==> config.mk <==
export PLATFORM = sky130hd
export DESIGN_NAME = scanner_link_rx
export DESIGN_NICKNAME = d
export VERILOG_FILES = /design/src/rtl/scanner_link_rx.sv
export SDC_FILE = /design/constraint.sdc
export NUM_CORES = 1
export LEC_CHECK = 0
export CAP_MARGIN = 20
export CORE_MARGIN = 5
export CORE_UTILIZATION = 54
export CTS_BUF_LIST = sky130_fd_sc_hd__clkbuf_4 sky130_fd_sc_hd__clkbuf_8 sky130_fd_sc_hd__clkbuf_16
export CTS_CLUSTER_DIAMETER = 50
export DETAILED_ROUTE_END_ITERATION = 10
export HOLD_SLACK_MARGIN = 0.08
export PLACE_DENSITY = 0.76
export SETUP_SLACK_MARGIN = 0.15
export SLEW_MARGIN = 25
export SYNTH_ARGS = -nofsm -noshare
export SYNTH_HDL_FRONTEND = slang
export SYNTH_SLANG_ARGS = --single-unit
export TNS_END_PERCENT = 10
==> constraint.sdc <==
create_clock -name clk -period 3.4 [get_ports clk]
set_clock_uncertainty 0.2 [all_clocks]
set_input_delay 0.68 -clock clk [delete_from_list [all_inputs] [get_ports clk]]
set_output_delay 0.68 -clock clk [all_outputs]
set_load 0.02 [all_outputs]
==> src/rtl/scanner_link_rx.sv <==
// Receiver for the scanner serial link: deserialises LSB-first bytes,
// decodes command frames, and queues the data byte that follows cmd 7
// into a small first-word-fall-through FIFO.
module scanner_link_rx #(
    parameter int FIFO_DEPTH = 4,
    parameter int TIMEOUT    = 255
) (
    input  logic                          clk,
    input  logic                          rst,
    input  logic                          ser_clk,
    input  logic                          ser_data,
    output logic                          ready_for_transfer,
    output logic                          cmd_valid,
    output logic [7:0]                    cmd_code,
    output logic                          data_valid,
    output logic [7:0]                    data_out,
    input  logic                          data_ready,
    output logic                          frame_err,
    output logic                          overflow,
    output logic [$clog2(FIFO_DEPTH):0]   fifo_count
);

    localparam int AW = $clog2(FIFO_DEPTH);
    localparam int CW = AW + 1;
    localparam logic [CW-1:0] DEPTH_C   = CW'(FIFO_DEPTH);
    localparam logic [7:0]    TIMEOUT_C = 8'(TIMEOUT);

    typedef enum logic [1:0] {RX_CMD, RX_DATA, ABORT} state_t;

    state_t          state, state_n;
    logic            ser_clk_p0, ser_clk_p1, ser_clk_p2;
    logic            ser_data_p0, ser_data_p1;
    logic            rise_p1;
    logic [2:0]      bit_cnt;
    logic [7:0]      shreg;
    logic [7:0]      idle_cnt;
    logic            frame_done;
    logic [7:0]      frame_byte;
    logic            timeout;
    logic [7:0]      mem [FIFO_DEPTH];
    logic [AW-1:0]   wr_ptr, rd_ptr;
    logic [CW-1:0]   count;
    logic            full, pop, push;
    logic            cmd_valid_n, frame_err_n, overflow_n;
    logic [7:0]      cmd_code_n;

    function automatic logic known_cmd(input logic [7:0] c);
        return (c == 8'd2) || (c == 8'd3) || (c == 8'd4);
    endfunction

    // Synchroniser stage: ser_clk/ser_data into clk domain, plus delayed clock copy
    always_ff @(posedge clk) begin
        ser_clk_p0  <= ser_clk;
        ser_clk_p1  <= ser_clk_p0;
        ser_clk_p2  <= ser_clk_p1;
        ser_data_p0 <= ser_data;
        ser_data_p1 <= ser_data_p0;
    end

    assign rise_p1    = ser_clk_p1 & ~ser_clk_p2;
    assign frame_done = rise_p1 && (bit_cnt == 3'd7) && (state != ABORT);
    assign frame_byte = {ser_data_p1, shreg[6:0]};
    assign timeout    = (idle_cnt == TIMEOUT_C) && ((bit_cnt != 3'd0) || (state == RX_DATA));

    // Bit counter: advances on each link clock rise, cleared by reset or abort
    always_ff @(posedge clk) begin
        if (rst || state == ABORT)
            bit_cnt <= 3'd0;
        else if (rise_p1)
            bit_cnt <= bit_cnt + 3'd1;
    end

    // Shift register: each rise writes one bit position, LSB first
    always_ff @(posedge clk) begin
        if (state == ABORT)
            shreg <= 8'h00;
        else if (rise_p1)
            shreg[bit_cnt] <= ser_data_p1;
    end

    // Idle counter: counts clk cycles between rises while a frame or data byte is pending
    always_ff @(posedge clk) begin
        if (rst || state == ABORT || rise_p1 || (bit_cnt == 3'd0 && state != RX_DATA))
            idle_cnt <= 8'd0;
        else if (idle_cnt != 8'hFF)
            idle_cnt <= idle_cnt + 8'd1;
    end

    // FSM state and registered decode outputs
    always_ff @(posedge clk) begin
        if (rst) begin
            state     <= RX_CMD;
            cmd_valid <= 1'b0;
            cmd_code  <= 8'h00;
            frame_err <= 1'b0;
            overflow  <= 1'b0;
        end else begin
            state     <= state_n;
            cmd_valid <= cmd_valid_n;
            cmd_code  <= cmd_code_n;
            frame_err <= frame_err_n;
            overflow  <= overflow_n;
        end
    end

    // FSM next-state and decode: frame completion wins over a coincident timeout
    always_comb begin
        state_n     = state;
        cmd_valid_n = 1'b0;
        cmd_code_n  = cmd_code;
        frame_err_n = 1'b0;
        overflow_n  = 1'b0;
        push        = 1'b0;
        case (state)
            RX_CMD: begin
                if (frame_done) begin
                    if (known_cmd(frame_byte)) begin
                        cmd_valid_n = 1'b1;
                        cmd_code_n  = frame_byte;
                    end else if (frame_byte == 8'd7) begin
                        cmd_valid_n = 1'b1;
                        cmd_code_n  = frame_byte;
                        state_n     = RX_DATA;
                    end else begin
                        frame_err_n = 1'b1;
                    end
                end else if (timeout) begin
                    state_n = ABORT;
                end
            end
            RX_DATA: begin
                if (frame_done) begin
                    if (full && !pop)
                        overflow_n = 1'b1;
                    else
                        push = 1'b1;
                    state_n = RX_CMD;
                end else if (timeout) begin
                    state_n = ABORT;
                end
            end
            ABORT: begin
                frame_err_n = 1'b1;
                state_n     = RX_CMD;
            end
            default: state_n = RX_CMD;
        endcase
    end

    assign full       = (count == DEPTH_C);
    assign pop        = (count != '0) && data_ready;
    assign data_valid = (count != '0);
    assign data_out   = data_valid ? mem[rd_ptr] : 8'h00;
    assign fifo_count = count;

    // FIFO storage: written on push only
    always_ff @(posedge clk) begin
        if (push)
            mem[wr_ptr] <= frame_byte;
    end

    // FIFO pointers and occupancy; simultaneous push/pop leaves count unchanged
    always_ff @(posedge clk) begin
        if (rst) begin
            wr_ptr <= '0;
            rd_ptr <= '0;
            count  <= '0;
        end else begin
            if (push) wr_ptr <= wr_ptr + 1'b1;
            if (pop)  rd_ptr <= rd_ptr + 1'b1;
            case ({push, pop})
                2'b10:   count <= count + 1'b1;
                2'b01:   count <= count - 1'b1;
                default: count <= count;
            endcase
        end
    end

    // Flow control back to the scanner, one cycle behind occupancy
    always_ff @(posedge clk) begin
        if (rst)
            ready_for_transfer <= 1'b0;
        else
            ready_for_transfer <= (count < DEPTH_C);
    end

endmodule
Yosys cells after proc, flatten, opt, wreduce, memory -nomap -nowiden
Memories as Yosys holds them, arrays and structs flattened. A register that Yosys moved wholly into a read port is not among the register bits. Cells that the tools add are included. Widths: inputs -> output; s select.

Register bits after elaboration: 45. Memory bits (writable): 32. Output and inout bits: 24. Bits of input ports: 5. Memories kept: 1.

Memory list: mem (depth 4, bits a word 8, rd ports 1, clocked after Yosys merged registers in 1, wr ports 1, RTL line 40) `logic [7:0] mem [FIFO_DEPTH];`.

Mux-type cells: 27. Reduce and logical (&&, ||, !) cells: 24. $add $sub $neg: 6. Eq/ne operators: 16. Magnitude comparators: 3. Bitwise gates (word level): 5.

Operators by type and width (count): $mux 8 (3); $eq 8x2->1 const B (2); $eq 8x3->1 const B (2); $mux 2 (7); $mux 1 (12); $add 8x1->8 const B (1); $bwmux 8 (1); $eq 8x8->1 const B (1); $ne 8x8->1 const B (1); $logic_and 1x1->1 (7); $add 3x1->3 const B (2); $eq 3x3->1 const B (2); $logic_or 1x1->1 (6); $ne 3x3->1 const B (2); $pmux 3 s2 (1); $reduce_bool 3->1 (2); $reduce_or 3->1 (2); $add 2x1->2 const B (2); $eq 2x1->1 const B (2); $eq 2x2->1 const B (2); $lt 3x4->1 const B (1); $not 1->1 (4); $pmux 2 s2 (1); $reduce_bool 2->1 (2); 13 further kinds (13).

Depth between registers and ports, before layout
Depth in word-level cells: 9. Depth in mapped cells: 12. Gate-level depth less buffers: 11.

Least setup slack after synthesis
No wires, ideal clock.

Kind: input port to flip-flop. Start point: in data_ready. End point: reg count[2], in the netlist fifo_count[2]. Cell stages on the path: 10. Required time: 3129 ps. Path slack: 490 ps. Arrival: 2639 ps. Buffers on the path: 1. Path through: or4b_1 > and3_1 > buf_6 > inv_2 > ha_1 > inv_1 > fa_1 > xor2_1 > or3_1 > a21oi_1.

Word-level cells in the longest chain between the ends: 8.

RTL lines: from (decl) (RTL line 17) `input logic data_ready,`; $logic_and 1x1->1 * (RTL line 151) `assign pop = (count != '0) && data_ready;`; $logic_not 1->1 (RTL line 133) `if (full && !pop)`; $logic_and 1x1->1 (RTL line 133); $mux 1 (RTL line 133); $mux 1 (RTL line 132) `if (frame_done) begin`; $mux 1 (RTL line 114) `case (state)`; $eq 2x1->1 / $eq 2x2->1 (equally long branches) (RTL line 171) `case ({push, pop})`; $pmux 3 s2 / $reduce_bool 2->1 (equally long branches); to (signal assigned) (RTL line 172) `2'b10: count <= count + 1'b1;`; to (signal assigned) (RTL line 173) `2'b01: count <= count - 1'b1;`; to (signal assigned) (RTL line 174) `default: count <= count;`; to (decl) (RTL line 42) `logic [CW-1:0] count;`.

Mark *: on every way between the ends. The rest lies on a longest branch, timed or not. A chain may end at the register's enable or synchronous reset.

Worst setup path in the final report
Same ends and word-level chain as after synthesis.

==> results <==
- The run finished with clean final reports.
- The post-detailed-route wirelength per cell is roughly 15 um.
- Setup violations remaining at the end of the flow were counted as 0.
- Summed over all layers, the routed wires come to approximately 5400 um.
- The ratio of cells with drive above 1 in the final layout is about 12%.
- Averaged over all synthesized cells, the footprint is around 12 um2.
- Buffers placed on the I/O ports in this run total 28.
- The final-report hold violation count is 0.
- The worst hold margin is roughly 0.13 ns.
- The half-perimeter wire length after placement is 3770 um.
- The first detailed-routing pass took 4 iterations.
- The final count of pins violating max slew is 0.
- The TritonCTS buffer count is 9.
- After synthesis, the share of flip-flops with an asynchronous set or reset is 0%.
- By area the synthesized netlist is led by sky130_fd_sc_hd__edfxtp_1 (30%), sky130_fd_sc_hd__dfxtp_1 (29%), sky130_fd_sc_hd__mux4_2 (5.7%).
- After layout, the minimum clock period comes to just over 3 ns.
- Buffers added to address setup during post-CTS repair amount to 0.
- The part of the total power dissipated in combinational logic is between 3 and 4%.
- The clock network fraction of total power is between 30% and 40%.
- For the worst setup path, the data arrival time is between 3 and 4 ns.
- The I/O pin count is 29.
- The share of the yosys chip area belonging to registers is around 60%.
- The total power density per cell area is 487 nW/um2.
- The worst reg2reg path startpoint is bit_cnt[0].
- The clock passes through at most 2 buffers.
- In this run the horizontal extent of the chip is between 80 and 90 um.
- Leaving out fill and tap cells, the most frequent cells in the layout are sky130_fd_sc_hd__dfxtp_1 (45), sky130_fd_sc_hd__edfxtp_1 (32), sky130_fd_sc_hd__clkdlybuf4s50_1 (28), sky130_fd_sc_hd__nor2_1 (26).
- The post-synthesis cell type with the largest combined area is sky130_fd_sc_hd__edfxtp_1.
- The critical register-to-register path endpoint is fifo_count[2].
- The global placer's final weighted congestion is around 0.84.
- The remaining design rule violation count is 0.
- The number of antenna repair diodes is 0.
- The iteration-0 DRC count of the detailed router is 104.
- The kind of end point of the critical path is a flop.
- The part of the total power dissipated in sequential elements is 56.8%.
- STA puts the critical path data required time at roughly 3.5 ns.
- The endpoint of the worst hold path is ser_data_p1.
- The type of element launching the critical path is an input pin.
- The buffers plus inverters on the worst setup path is 3.
- For this design the total switching power over the nets is between 300 and 400 uW.
- The initial core utilization is 56.3%.
- The critical path runs through a total of 10 cells.
- The count of nets left with antenna violations once routing finished came out at 0.
- Summing every instance area after synthesis gives about 3200 um2.
- The final route contains 2003 vias.
- The clock latency at the later pin of the worst-skew pair is 0.35 ns.
- The static leakage is between 1 and 1.5 nW.
- Cell internal power was estimated by the tool at 1.41 mW.
- The via count of the first global-routing pass is roughly 2000.
- The switching part of the total is around 22%.
- After clock tree synthesis, the flow added hold-fix buffers numbering 0.
- Traced cell by cell, the critical path runs through clkdlybuf4s50_1 -> or4b_1 -> and3_1 -> inv_2 -> ha_1 -> inv_1 -> fa_1 -> xor2_1 -> or3_1 -> a21oi_1.
- The headroom to the max-slew limit is ~54%.
- The number of gates given a new drive strength after cts is 1.
- The setup path with the least slack is of type in -> reg.
- The final instance area is around 3700 um2.
- The class of the worst hold path is reg -> reg.
- The CTS tree is built.
- The gate count of the mapped netlist is 257.
- Among cell families on the critical path, the largest total delay comes from simple AND/OR/NAND/NOR gates.
- The worst hold path begins at ser_data_p0.
- The number of flops mapped to enable cells by yosys is 32.
- Yosys printed 0 warnings.
- The unique cell type count in the Yosys netlist is 42.
- The slew at the pin closest to its max-slew limit is slightly below 0.7 ns.
- In the synthesized netlist the dominant register cell turns out to be sky130_fd_sc_hd__dfxtp_1.
- The floorplan step defined a core boundary enclosing between 5000 and 6000 um2.
- In this run the number of H-tree levels came out at 3.
- The global-route usage over all layers is 16.4%.
- The number of maximum-capacitance constraint violations is 0.
- After detailed placement, the total cell area comes to roughly 3500 um2.
- For flop-to-flop paths, the worst setup slack is 0.71 ns.
- The clock slew at the register clock pins of the worst setup and hold paths is 0.08 ns.
- The number of cells traversed by the worst register-to-register path is 11.
- The number of clock sinks seen by CTS is 78.
- The number of antenna violations at the first check in global routing is 0.
- Along the worst path, the maximum fanout reaches 3.
- In the final timing run, aggregate negative setup slack is 0 ns.
- On the worst path, the slowest cell contributes a delay of approximately 0.53 ns.
- In the final design database the tool counted roughly 300 nets.
- The cell at the root of the clock tree is sky130_fd_sc_hd__clkbuf_8.
- The total die area is about 7500 um2.
- The area share of the leading cell type in the synthesized netlist is between 30% and 40%.
- Among all stages on the critical path, the largest delay is contributed by sky130_fd_sc_hd__or4b_1.
- The die is just under 90 um tall.
- The largest net degree at the start of global routing is 19.
- Compared with the post-synthesis result, the final layout area differs by 17.2%.
- The instance count along the most critical hold path is 0.
- Setup repair after global routing left no endpoint under its margin.
- In this run, synthesis produced a sequential element count of a little under 80.
- The most common library cell in the layout ignoring fill and taps is sky130_fd_sc_hd__dfxtp_1.
- The number of rows in the core area is 27.
- The final cycle utilization of the critical path is between 80% and 90%.
- The largest vdd supply drop is 0.334 mV.
- Summed over all layers, the global routing overflow is 0.
- When the netlist entered floorplanning its net count stood at around 270.
- After detailed routing, the number of vias per cell comes to 5.49.
- The first-pass GRT wire length is between 9000 and 10000 um.
- The maximum clock frequency is ~330 MHz.
## per-layer routing
layer,GRT usage (%),wire length [um]
met4,5.81,98
met1,20.4,2400
met5,0,0
met2,26.2,2630
met3,6.37,276
## state kept, by name, summed over array words and instances (netlist names), 2 cells and up, named ones only
register,flops
rd_ptr,2
shreg,7
state,2
mem,32
wr_ptr,2
fifo_count,3
cmd_code,8
idle_cnt,8
bit_cnt,3
## how the worst max path moves through the flow
stage / to / from
2_1_floorplan: fifo_count[2] / data_ready
3_3_place_gp: fifo_count[2] / data_ready
3_5_place_dp: fifo_count[2] / data_ready
4_1_cts: data_out[5] / flop
5_1_grt: fifo_count[2] / data_ready
6_report: fifo_count[2] / data_ready
## power groups by stage
stage | registers, mW | logic [mW] | clock network, mW
2_1_floorplan | 1.04 | 0.0540 | 0
3_3_place_gp | 1.04 | 0.0673 | 0
3_5_place_dp | 1.05 | 0.0686 | 0
4_1_cts | 1.02 | 0.0696 | 0.728
5_1_grt | 1.03 | 0.0784 | 0.773
6_report | 1.03 | 0.0692 | 0.709
## cells by family after synthesis
kind of cell / synth area share (%)
buf+inv: 2.89
compound gates: 4.44
simple gates: 17.2
fa+ha+maj: 4.56
flops: 59.6
mux: 8.24
xor+xnor: 3.05
## per-stage QoR
stage	setup WS (ns)	util (%)	power [mW]	instances
2_1_floorplan	0.490	-	1.09	257
3_3_place_gp	0.0846	62.2	1.11	349
3_5_place_dp	0.00240	62.2	1.12	349
4_1_cts	0.355	66.0	1.82	365
5_1_grt	0.199	66.0	1.88	365
6_report	0.357	66.0	1.80	365
## cell usage after synthesis (all sizes together), types with 5 or more instances
| cell | n |
|---|---|
| nand2 | 9 |
| mux4 | 8 |
| mux2i | 8 |
| clkbuf | 7 |
| a21oi | 14 |
| xor2 | 5 |
| nor3 | 9 |
| and2 | 14 |
| inv | 10 |
| dfxtp | 46 |
| nand4 | 5 |
| nor3b | 6 |
| edfxtp | 32 |
| ha | 9 |
| nor2 | 26 |
| xnor2 | 6 |
| nand3 | 9 |
## cell type report
class / instances / area, um2
clock buffers: 11 / 156
repair buffers: 30 / 295
flip-flops and latches: 78 / 1880
multi-input cells: 159 / 1180
clock inverters: 5 / 55.1
fillers: 441 / 1910
well taps: 72 / 90.1
inverters: 10 / 37.5
No activity file was read; power rests on OpenSTA's default activity.
